$ cat src/rtl/tl_ul_req_issuer.sv
// TL-UL A-channel request issuer: buffers host requests in a FIFO and issues them one at a time.
// Optional macro TL_REQ_TIMEOUT_EN bounds the wait for D-channel completion (TIMEOUT_CYCLES).
module tl_ul_req_issuer #(
    parameter int TL_ADDR_WIDTH   = 64,
    parameter int TL_DATA_WIDTH   = 64,
    parameter int TL_STRB_WIDTH   = TL_DATA_WIDTH / 8,
    parameter int TL_SOURCE_WIDTH = 3,
    parameter int TL_OPCODE_WIDTH = 3,
    parameter int TL_PARAM_WIDTH  = 3,
    parameter int TL_SIZE_WIDTH   = 8,
    parameter int FIFO_DEPTH      = 4,
    parameter int TIMEOUT_CYCLES  = 256
) (
    input  logic                       clk,
    input  logic                       rst,
    input  logic                       req_valid,
    output logic                       req_ready,
    input  logic [TL_OPCODE_WIDTH-1:0] req_opcode,
    input  logic [TL_PARAM_WIDTH-1:0]  req_param,
    input  logic [TL_ADDR_WIDTH-1:0]   req_address,
    input  logic [TL_SIZE_WIDTH-1:0]   req_size,
    input  logic [TL_STRB_WIDTH-1:0]   req_mask,
    input  logic [TL_DATA_WIDTH-1:0]   req_data,
    input  logic [TL_SOURCE_WIDTH-1:0] req_source,
    output logic                       a_valid_in,
    output logic [TL_OPCODE_WIDTH-1:0] a_opcode_in,
    output logic [TL_PARAM_WIDTH-1:0]  a_param_in,
    output logic [TL_ADDR_WIDTH-1:0]   a_address_in,
    output logic [TL_SIZE_WIDTH-1:0]   a_size_in,
    output logic [TL_STRB_WIDTH-1:0]   a_mask_in,
    output logic [TL_DATA_WIDTH-1:0]   a_data_in,
    output logic [TL_SOURCE_WIDTH-1:0] a_source_in,
    input  logic                       d_fire,
    output logic                       busy,
    output logic [7:0]                 illegal_cnt,
    output logic                       timeout_err
);

    localparam int PTR_W   = $clog2(FIFO_DEPTH);
    localparam int ENTRY_W = TL_OPCODE_WIDTH + TL_PARAM_WIDTH + TL_ADDR_WIDTH + TL_SIZE_WIDTH
                           + TL_STRB_WIDTH + TL_DATA_WIDTH + TL_SOURCE_WIDTH;
    localparam logic [PTR_W:0] PTR_ONE = 1;

    typedef enum logic [1:0] {
        ST_IDLE,
        ST_ISSUE,
        ST_WAIT
    } state_t;

    state_t state, state_next;

    logic [ENTRY_W-1:0] fifo_mem [FIFO_DEPTH];
    logic [PTR_W:0]     wr_ptr, rd_ptr;
    logic [ENTRY_W-1:0] push_entry, head_entry;
    logic               full, empty;
    logic               opcode_legal, push_fire, store_en, pop_en;
    logic               load_head, timeout_hit;

    logic [TL_OPCODE_WIDTH-1:0] head_opcode;
    logic [TL_PARAM_WIDTH-1:0]  head_param;
    logic [TL_ADDR_WIDTH-1:0]   head_address;
    logic [TL_SIZE_WIDTH-1:0]   head_size;
    logic [TL_STRB_WIDTH-1:0]   head_mask;
    logic [TL_DATA_WIDTH-1:0]   head_data;
    logic [TL_SOURCE_WIDTH-1:0] head_source;

    assign full  = (wr_ptr[PTR_W] != rd_ptr[PTR_W]) && (wr_ptr[PTR_W-1:0] == rd_ptr[PTR_W-1:0]);
    assign empty = (wr_ptr == rd_ptr);

    assign req_ready = !full;
    assign busy      = (state != ST_IDLE) || !empty;

    // Only PutFull, PutPartial and Get exist in TL-UL; everything else is swallowed and counted.
    assign opcode_legal = (req_opcode == TL_OPCODE_WIDTH'(0))
                       || (req_opcode == TL_OPCODE_WIDTH'(1))
                       || (req_opcode == TL_OPCODE_WIDTH'(4));
    assign push_fire    = req_valid && req_ready;
    assign store_en     = push_fire && opcode_legal;
    assign pop_en       = (state == ST_ISSUE);

    assign push_entry = {req_opcode, req_param, req_address, req_size, req_mask, req_data, req_source};
    assign head_entry = fifo_mem[rd_ptr[PTR_W-1:0]];
    assign {head_opcode, head_param, head_address, head_size, head_mask, head_data, head_source} = head_entry;

    always_ff @(posedge clk) begin
        if (store_en) begin
            fifo_mem[wr_ptr[PTR_W-1:0]] <= push_entry;
        end
    end

    always_ff @(posedge clk or negedge rst) begin
        if (!rst) begin
            wr_ptr <= '0;
            rd_ptr <= '0;
        end else begin
            if (store_en) begin
                wr_ptr <= wr_ptr + PTR_ONE;
            end
            if (pop_en) begin
                rd_ptr <= rd_ptr + PTR_ONE;
            end
        end
    end

    always_ff @(posedge clk or negedge rst) begin
        if (!rst) begin
            illegal_cnt <= '0;
        end else if (push_fire && !opcode_legal && (illegal_cnt != 8'hFF)) begin
            illegal_cnt <= illegal_cnt + 8'd1;
        end
    end

`ifdef TL_REQ_TIMEOUT_EN
    logic [15:0] wait_cnt;

    always_ff @(posedge clk or negedge rst) begin
        if (!rst) begin
            wait_cnt    <= '0;
            timeout_err <= 1'b0;
        end else begin
            if (state == ST_ISSUE) begin
                wait_cnt <= '0;
            end else if ((state == ST_WAIT) && !d_fire && !timeout_hit) begin
                wait_cnt <= wait_cnt + 16'd1;
            end
            if (timeout_hit) begin
                timeout_err <= 1'b1;
            end
        end
    end
`else
    logic timeout_unused;
    assign timeout_unused = (TIMEOUT_CYCLES != 0);
    assign timeout_err    = 1'b0;
`endif

    always_ff @(posedge clk or negedge rst) begin
        if (!rst) begin
            state <= ST_IDLE;
        end else begin
            state <= state_next;
        end
    end

    always_comb begin
        state_next  = state;
        load_head   = 1'b0;
        timeout_hit = 1'b0;
        case (state)
            ST_IDLE: begin
                if (!empty) begin
                    state_next = ST_ISSUE;
                    load_head  = 1'b1;
                end
            end
            ST_ISSUE: begin
                state_next = ST_WAIT;
            end
            ST_WAIT: begin
                if (d_fire) begin
                    state_next = ST_IDLE;
                end
`ifdef TL_REQ_TIMEOUT_EN
                else if (wait_cnt == 16'(TIMEOUT_CYCLES - 1)) begin
                    state_next  = ST_IDLE;
                    timeout_hit = 1'b1;
                end
`endif
            end
            default: begin
                state_next = ST_IDLE;
            end
        endcase
    end

    // Issued fields are captured as the FSM enters ISSUE and hold until the next issue.
    always_ff @(posedge clk or negedge rst) begin
        if (!rst) begin
            a_valid_in   <= 1'b0;
            a_opcode_in  <= '0;
            a_param_in   <= '0;
            a_address_in <= '0;
            a_size_in    <= '0;
            a_mask_in    <= '0;
            a_data_in    <= '0;
            a_source_in  <= '0;
        end else begin
            a_valid_in <= load_head;
            if (load_head) begin
                a_opcode_in  <= head_opcode;
                a_param_in   <= head_param;
                a_address_in <= head_address;
                a_size_in    <= head_size;
                a_mask_in    <= head_mask;
                a_data_in    <= head_data;
                a_source_in  <= head_source;
            end
        end
    end

endmodule

$ cat config.mk
export PLATFORM = sky130hd
export DESIGN_NAME = tl_ul_req_issuer
export DESIGN_NICKNAME = d
export VERILOG_FILES = /design/src/rtl/tl_ul_req_issuer.sv
export SDC_FILE = /design/constraint.sdc
export NUM_CORES = 1
export LEC_CHECK = 0
export ABC_AREA = 1
export BUFFER_PORTS_ARGS = -buffer_cell sky130_fd_sc_hd__buf_2
export CAP_MARGIN = 20
export CORE_ASPECT_RATIO = 0.7
export CORE_MARGIN = 8
export CORE_UTILIZATION = 57
export DETAILED_ROUTE_END_ITERATION = 10
export PLACE_DENSITY = 0.78
export SETUP_SLACK_MARGIN = 0.2
export SYNTH_ARGS = -nofsm -noshare
export SYNTH_HDL_FRONTEND = slang
export SYNTH_SLANG_ARGS = --single-unit
export TNS_END_PERCENT = 100
$ cat constraint.sdc
create_clock -name clk -period 19.5 [get_ports clk]
set_input_delay 3.9 -clock clk [delete_from_list [all_inputs] [get_ports clk]]
set_output_delay 3.9 -clock clk [all_outputs]
set_load 0.02 [all_outputs]
Word level (Yosys, flattened, before mapping)

Memories as Yosys holds them, arrays and structs flattened. A register that Yosys moved wholly into a read port is not among the register bits.
Cells that the tools add are included.

Equality and inequality tests: 10
Add/subtract/negate cells: 3
Reductions and logical operators: 16
Mux-type cells: 7

Operator list:

| cell                                                | count |
|---|---|
| adder 8 x 1 -> 8 bit, second input constant         | 1 |
| != test 8 bit, second input constant                | 1 |
| adder 3 x 1 -> 3 bit, second input constant         | 2 |
| one-hot mux 2 bit (3 select lines)                  | 1 |
| logical AND 1 bit                                   | 5 |
| zero test 1 bit                                     | 4 |
| two-way mux 1 bit                                   | 4 |
| two-way mux 2 bit                                   | 2 |
| != test 2 bit, second input constant                | 2 |
| equality test 3 x 1 -> 1 bit, second input constant | 1 |
| equality test 3 bit                                 | 1 |
| equality test 3 bit, second input constant          | 1 |
| zero test 3 bit                                     | 1 |
| logical OR 1 bit                                    | 3 |
| equality test 2 x 1 -> 1 bit, second input constant | 1 |
| equality test 2 bit                                 | 1 |
| equality test 2 bit, second input constant          | 1 |
| zero test 2 bit                                     | 1 |
| AND reduction 2 bit                                 | 1 |
| nonzero test 2 bit                                  | 1 |
| != test 1 bit                                       | 1 |

Memories kept: 1
Register bits: 17
Memory bits (writable): 612
Output and inout bits: 165
Input port bits: 157
Logic and storage cells: 42

Memories:

| name     | depth | width | rd ports | clocked after memory_dff | wr ports | line | source |
|---|---|---|---|---|---|---|---|
| fifo_mem | 4     | 153   | 1        | 1                        | 1        | 52   | `logic [ENTRY_W-1:0] fifo_mem [FIFO_DEPTH];` |

Depth between registers and ports, before layout

Gate-level depths: netlist of run 1.

Depth after elaboration: 7
Gate-level depth with buffers: 10
Gate-level depth less buffers: 8

Worst setup path before layout of run 1

Ideal clock, no wire load.

Path kind: input -> register
Start point: in req_opcode[2]
End point: mem fifo_mem[0][0] (netlist name), enable pin
Stages on the path: 3
Setup time: 668 ps
Path buffers: 0
Required time: 18832 ps
Setup slack: 8082 ps
Arrival time: 10749 ps
Cell sequence: a21o_1 > nand3b_1 > nor2_1

Longest elaborated chain between the ends: 6
Elaborated cells between the ends (all ways): 8
Classes of those cells: 2 x eq/ne; 2 x mux; 4 x reduce/logical

Ends and longest elaborated chain:

| item                                                                   | line   | source |
|---|---|---|
| from (decl)                                                            | 18     | `input logic [TL_OPCODE_WIDTH-1:0] req_opcode,` |
| equality test 3 x 1 -> 1 bit / zero test 3 bit (equally long branches) | 75, 74 |  |
| logical OR 1 bit                                                       | 75     | `\|\| (req_opcode == TL_OPCODE_WIDTH'(1))` |
| logical OR 1 bit *                                                     | 76     | `\|\| (req_opcode == TL_OPCODE_WIDTH'(4));` |
| logical AND 1 bit *                                                    | 78     | `assign store_en = push_fire && opcode_legal;` |
| two-way mux 1 bit *                                                    | 86     | `if (store_en) begin` |
| two-way mux 1 bit (implied by the code) *                              | 87     | `fifo_mem[wr_ptr[PTR_W-1:0]] <= push_entry;` |
| to (decl)                                                              | 52     |  |

Every way passes the cells marked *; elsewhere a longest branch is shown, timed or not.

Worst setup path in the final report of run 1

Start point: in req_opcode[0]
End point: mem fifo_mem[3][66] (netlist name), enable pin

The elaborated chain is that of the path after synthesis.

==> metrics, run 1 <==
run status=finished clean; Post-DRT Antenna Nets=0; register-to-register setup slack=approximately 14000 ps; area of the die=about 59000 sq um; share of flip-flops with an asynchronous set or reset after synthesis=0.217; LEAKAGE=roughly 13 nW; core area=~50000 sq um; CTS root buffer=clkbuf_16; clock period minus final worst setup slack=7240 ps; Inserted Clock Buffers=72; CP Data Required Time=19710 ps; # port buffers=320; Skew-Pair Late Insertion Delay=around 620 ps; synthesized net count=between 2000 and 2500; Fmax=~140 MHz; type of destination of the critical path=flip-flop; critical-path cell list=buf_2 > a21o_1 > nand3b_1 > nor2_4 > buf_4 > buf_4; unrepaired setup endpoints after global routing=no; vias post-DR=about 19000; post-route fraction of the period consumed by the critical path=0.372; clock slew at reported path FFs=60 ps; quantity of hold-fixing buffers added after cts=0; final setup violation count=0; number of clock sinks seen by CTS=782; leftover overflow at the end of global routing=0; flip-flop and latch count after synthesis=just under 800; power density over the cells=between 150 and 200 nW/um^2; Net count, final=between 2000 and 3000; cell taking the most area after synthesis=edfxtp_1; Total Wirelength=68.7 mm; actual slew at the worst max-slew pin=around 1100 ps; post-synthesis cell area=a little under 30000 sq um; Layout Area Growth over Synthesis=15.4%; Post-CTS Repair Setup Buffers=0; die width=between 200 and 300 microns; Slew Viols, Final=0; cell mode on critical path=buf_4; Syn Area/Cell=between 10 and 15 sq um; worst hold slack across all endpoints=approximately 480 ps; DR WL/cell=approximately 21 microns; top area cells in the synthesized netlist=edfxtp_1, dfrtp_1, nand2_1, o21ai_0, nor2_1; kind of critical path=in -> reg; first-pass GRT wire length=between 100 and 150 mm; post-detailed-placement half-perimeter wirelength=39.4 mm; portion of synthesized cell area occupied by the leading cell type=0.631; TritonCTS clock tree=yes; critical path fanouts, max=70; Slew Limit Headroom=0.295; initial cell density of the core=0.576; maximum capacitance violations=0; Cell Area, Placed=approximately 31000 sq um; post-CTS resize count=0; I/O Pins=approximately 320; type of the tightest min-delay check=reg -> reg; kind of launch point of the worst setup path=input port; signal arrival time at the worst endpoint=approximately 7500 ps; most common cell after layout, fill and taps aside=edfxtp_1; critical-path cell with the highest stage delay=buf_4; number of detailed-route iterations in the first pass=8; routability-driven placement congestion ratio=between 0.7 and 0.8; number of DRC violations after detailed routing=0; post-synthesis cell count=between 2000 and 2500; CTS HTree Levels=3; Final Util=0.665; average via count per standard cell=5.64; total global routing track utilization=0.230; top flip-flop cell by instance count after synthesis=edfxtp_1; number of warnings printed during yosys synthesis=0; number of enable-type register cells in the synthesized netlist=about 600; part of the Yosys area used for sequential elements=0.777; largest net degree at the start of global routing=145; commonest non-fill, non-tap cells in the layout=edfxtp_1, nand2_1, buf_2, nor2_1, o21ai_0; final hold viol count=0; count of routing violations after the opening detailed-route iteration=1811; maximum vdd drop=approximately 0.11 mV; delay of the slowest cell on the worst path=about 920 ps; die outline height=around 210 microns; finished layout cell area=33600 sq um; Fin Setup TNS=0 ps; Clock Skews=between 20 and 30 ps; maximum clock insertion buffer count=3; placement row count=69; distinct cell type count of the synthesized netlist=25; proportion of layout cells with a drive suffix above 1=0.178; number of global-route vias before repair=around 19000; number of antenna violations at the first check in global routing=23
==> final timing paths <==
path	cells after the start	from	end
max in group asynchronous	2	rst	illegal_cnt[1]
worst max register to register	8	rd_ptr[0]	fifo_mem[3][66]
min in group asynchronous	1	rst	illegal_cnt[7]
worst min register to register	2	a_data_in[18]	a_data_in[18]
worst min-delay path	2	a_data_in[18]	a_data_in[18]
worst max-delay path	6	req_opcode[0]	fifo_mem[3][66]
==> registers in the layout (all words and copies together) (netlist names) <==
signal and cells:
a_address_in 64, a_data_in 64, a_mask_in 8, a_opcode_in 3, a_param_in 3, a_size_in 8
a_source_in 3, a_valid_in 1, fifo_mem 612, illegal_cnt 8, rd_ptr 3, state 2
wr_ptr 3
==> final cells by class <==
class	instances	area, sq um
multi-input combinational	1313	5860
clock inverter	39	433
sequential	782	22600
tap	674	843
fill	3566	17000
timing repair buffer	339	1770
clock buffer	95	1950
antenna	19	47.5
inverter	18	82.6
==> routing by layer <==
| metal | vias up | global-route usage | routed length, microns |
|---|---|---|---|
| met4 | 28 | 0.0606 | 1210 |
| met2 | 633 | 0.374 | 33100 |
| met5 | - | 0 | 161 |
| met1 | 9178 | 0.308 | 28500 |
| met3 | 122 | 0.0642 | 5710 |
| li1 | 8541 | - | - |
==> stage by stage <==
stage | total power, mW | cells | setup WS [ps]
after floorplan | 3.50 | 2247 | 8080
after global routing | 5.76 | 3266 | 12130
after CTS | 5.48 | 3260 | 12280
after detailed placement | 4.06 | 3126 | 11650
after global placement | 3.99 | 3126 | 11630
final | 5.44 | 3279 | 12260
==> critical path: cells and delay by family <==
kind                   cells  cell delay (ps)
buffers and inverters      3             1870
AND/OR/NAND/NOR            2             1290
AO/OA/AOI/OAI              1              200
==> logic make-up (layout without fill, tap and decap cells) <==
kind of cell | Yosys count | in the layout | share of synthesized area
AO/OA/AOI/OAI | 464 | 464 | 0.0865
flip-flops | 782 | 782 | 0.777
adder cells (fa/ha/maj) | 6 | 6 | 0.00258
AND/OR/NAND/NOR | 833 | 833 | 0.108
other | 1 | 20 | 0.000129
XOR/XNOR | 9 | 9 | 0.00271
buffers and inverters | 152 | 491 | 0.0231
==> synth_stat cells (3+ instances only) <==
| cell | instances |
|---|---|
| xnor2_1 | 3 |
| ha_1 | 6 |
| buf_4 | 6 |
| nand2_1 | 505 |
| edfxtp_1 | 612 |
| dfrtp_1 | 170 |
| nand3_1 | 3 |
| xor2_1 | 6 |
| nor2_1 | 319 |
| buf_2 | 22 |
| nand4_1 | 3 |
| o21ai_1 | 22 |
| buf_1 | 3 |
| o21ai_0 | 287 |
| clkbuf_1 | 96 |
| inv_1 | 15 |
| buf_6 | 7 |
| o22ai_1 | 153 |
==> power by group <==
| group | switching, mW | leakage, nW | total, mW | internal [mW] |
|---|---|---|---|---|
| Combinational | 1.26 | 4.20 | 1.76 | 0.494 |
| Clock | 0.603 | 1.15 | 1.41 | 0.806 |
| Sequential | 0.175 | 7.63 | 2.28 | 2.10 |
| Total | 2.04 | 13.0 | 5.44 | 3.40 |
(Power assumes the default switching activity.)
==> run 2, diff against run 1 <==
==> constraint.sdc (replaced) <==
create_clock -name clk -period 7.6 [get_ports clk]
set_input_delay 1.52 -clock clk [delete_from_list [all_inputs] [get_ports clk]]
set_output_delay 1.52 -clock clk [all_outputs]
set_load 0.02 [all_outputs]
==> run 2 against run 1 <==
Global-route usage shrank 0.20 points. Clock power grew to 2.6 times the previous value. Design area grew 0.18%. Register-to-register slack lost 10000 ps. Cell count is essentially flat. Sequential power grew to 2.5 times the previous value. First-iteration DRC count grew 7.1%. Via count is essentially flat. Largest cell class unchanged. Largest power group unchanged. Highest routed layer unchanged.
==> metrics, run 2 (synthesis gave the netlist of run 1 again) <==
run status=finished clean; commonest non-fill, non-tap cells in the layout=edfxtp_1, nand2_1, buf_2, nor2_1, o21ai_0; maximum clock insertion buffer count=3; Final WS setup=~3300 ps; signal arrival time at the worst endpoint=approximately 2700 ps; actual slew at the worst max-slew pin=about 1100 ps; critical path fanouts, max=86; average via count per standard cell=between 5 and 6; placement row count=slightly below 70; Cell Area, Placed=around 31000 sq um; number of DRC violations after detailed routing=0; type of the tightest min-delay check=reg -> reg; post-CTS resize count=0; Post-DRT Antenna Nets=0; routability-driven placement congestion ratio=0.749; Net count, final=~2700; maximum vdd drop=~0.31 mV; total global routing track utilization=0.228; post-route fraction of the period consumed by the critical path=0.561; core area=50600 sq um; area of the die=about 59000 sq um; clock period minus final worst setup slack=roughly 4300 ps; first-pass GRT wire length=104 mm; finished layout cell area=roughly 34000 sq um; clock slew at reported path FFs=roughly 60 ps; post-detailed-placement half-perimeter wirelength=around 38 mm; Post-Place Setup Slack=~3300 ps; leftover overflow at the end of global routing=0; Slew Limit Headroom=0.282; Skew-Pair Late Insertion Delay=~600 ps; die outline height=205 microns; power density over the cells=slightly above 400 nW/um^2; final setup violation count=0; die width=roughly 290 microns; DR WL/cell=20.7 microns; initial cell density of the core=0.576; Layout Area Growth over Synthesis=15.6%; fill cell total of the finished layout=approximately 3500; number of antenna violations at the first check in global routing=32; count of routing violations after the opening detailed-route iteration=roughly 1900; startpoint of the most critical register-to-register path=rd_ptr[0]; Final Util=0.666; quantity of hold-fixing buffers added after cts=0; type of destination of the critical path=output port; number of global-route vias before repair=18500; maximum capacitance violations=0; final hold viol count=0; number of clock sinks seen by CTS=around 780; cell count of the worst hold path=2; Total Wirelength=a little under 70 mm; max reg flops=slightly above 600; Post-CTS Repair Setup Buffers=0; CP Launch Point=rd_ptr[0]; start point of the worst min-delay path=a_mask_in[2]; TritonCTS clock tree=yes; largest net degree at the start of global routing=roughly 130; LEAKAGE=between 10 and 15 nW; Slew Viols, Final=0; Clock Skews=roughly 21 ps; most common cell after layout, fill and taps aside=edfxtp_1; CP Data Required Time=6080 ps; vias post-DR=18500; # port buffers=320; CTS root buffer=clkbuf_16; proportion of layout cells with a drive suffix above 1=0.177; I/O Pins=around 320; CTS HTree Levels=3; kind of critical path=reg -> out; kind of launch point of the worst setup path=flip-flop; number of detailed-route iterations in the first pass=7; unrepaired setup endpoints after global routing=no; Fmax=between 200 and 250 MHz; Inserted Clock Buffers=71; worst r2r path cells=8
[run 2: cell types whose count changed in the layout (fill, tap and decap cells not counted), sizes merged]
cell	change
inv	-1
clkinvlp	-4
clkinv	-7
clkbuf	+9
buf	+3
diode	-2
[run 2: path summary, 6_finish.rpt]
check | to | slack [ps]
hold / removal | a_mask_in[2] | 470
min in group asynchronous | a_data_in[13] | 850
hold reg to reg | a_mask_in[2] | 470
setup / recovery | busy | 3340
setup reg to reg | fifo_mem[2][69] | 3800
max in group asynchronous | rd_ptr[0] | 5330
[run 2: layer usage]
metal  global-route usage  part of all wire  vias to the layer above
li1                     -                 -                     8538
met1                0.304              0.41                     9097
met2                0.366              0.48                      696
met3               0.0665             0.089                      144
met4               0.0698             0.022                       40
met5                    0            0.0034                        -
[run 2: critical path, stage by stage, from the launching register on]
cell and delay (ps):
dfrtp_4 440, buf_4 700, nand2_1 110, nand2_1 150, nand4_1 190, nand3b_1 330, buf_2 230
[run 2: layout make-up]
type	instances	area (sq um)	area share
clock buffer	104	2070	0.0613
sequential	782	22600	0.672
timing repair buffer	342	1820	0.0541
clock inverter	27	325	0.00966
tap	674	843	0.0250
antenna	17	42.5	0.00126
multi-input combinational	1313	5860	0.174
inverter	18	82.6	0.00245
[run 2: power by group]
part / switching [mW] / leakage (nW) / internal (mW) / total, mW
Clock: 1.51 / 1.17 / 2.14 / 3.65
Sequential: 0.376 / 7.63 / 5.40 / 5.77
Combinational: 3.30 / 4.22 / 1.28 / 4.58
Total: 5.19 / 13.0 / 8.82 / 14.0
[run 2: stage by stage]
step	TNS, ps	cells	hold WS, ps	total power, mW
2_1_floorplan	-879900	2247	514	8.99
4_1_cts	0	3259	476	14.1
5_1_grt	0	3269	492	14.8
6_report	0	3277	473	14.0
3_3_place_gp	0	3128	458	10.2
3_5_place_dp	0	3128	460	10.4
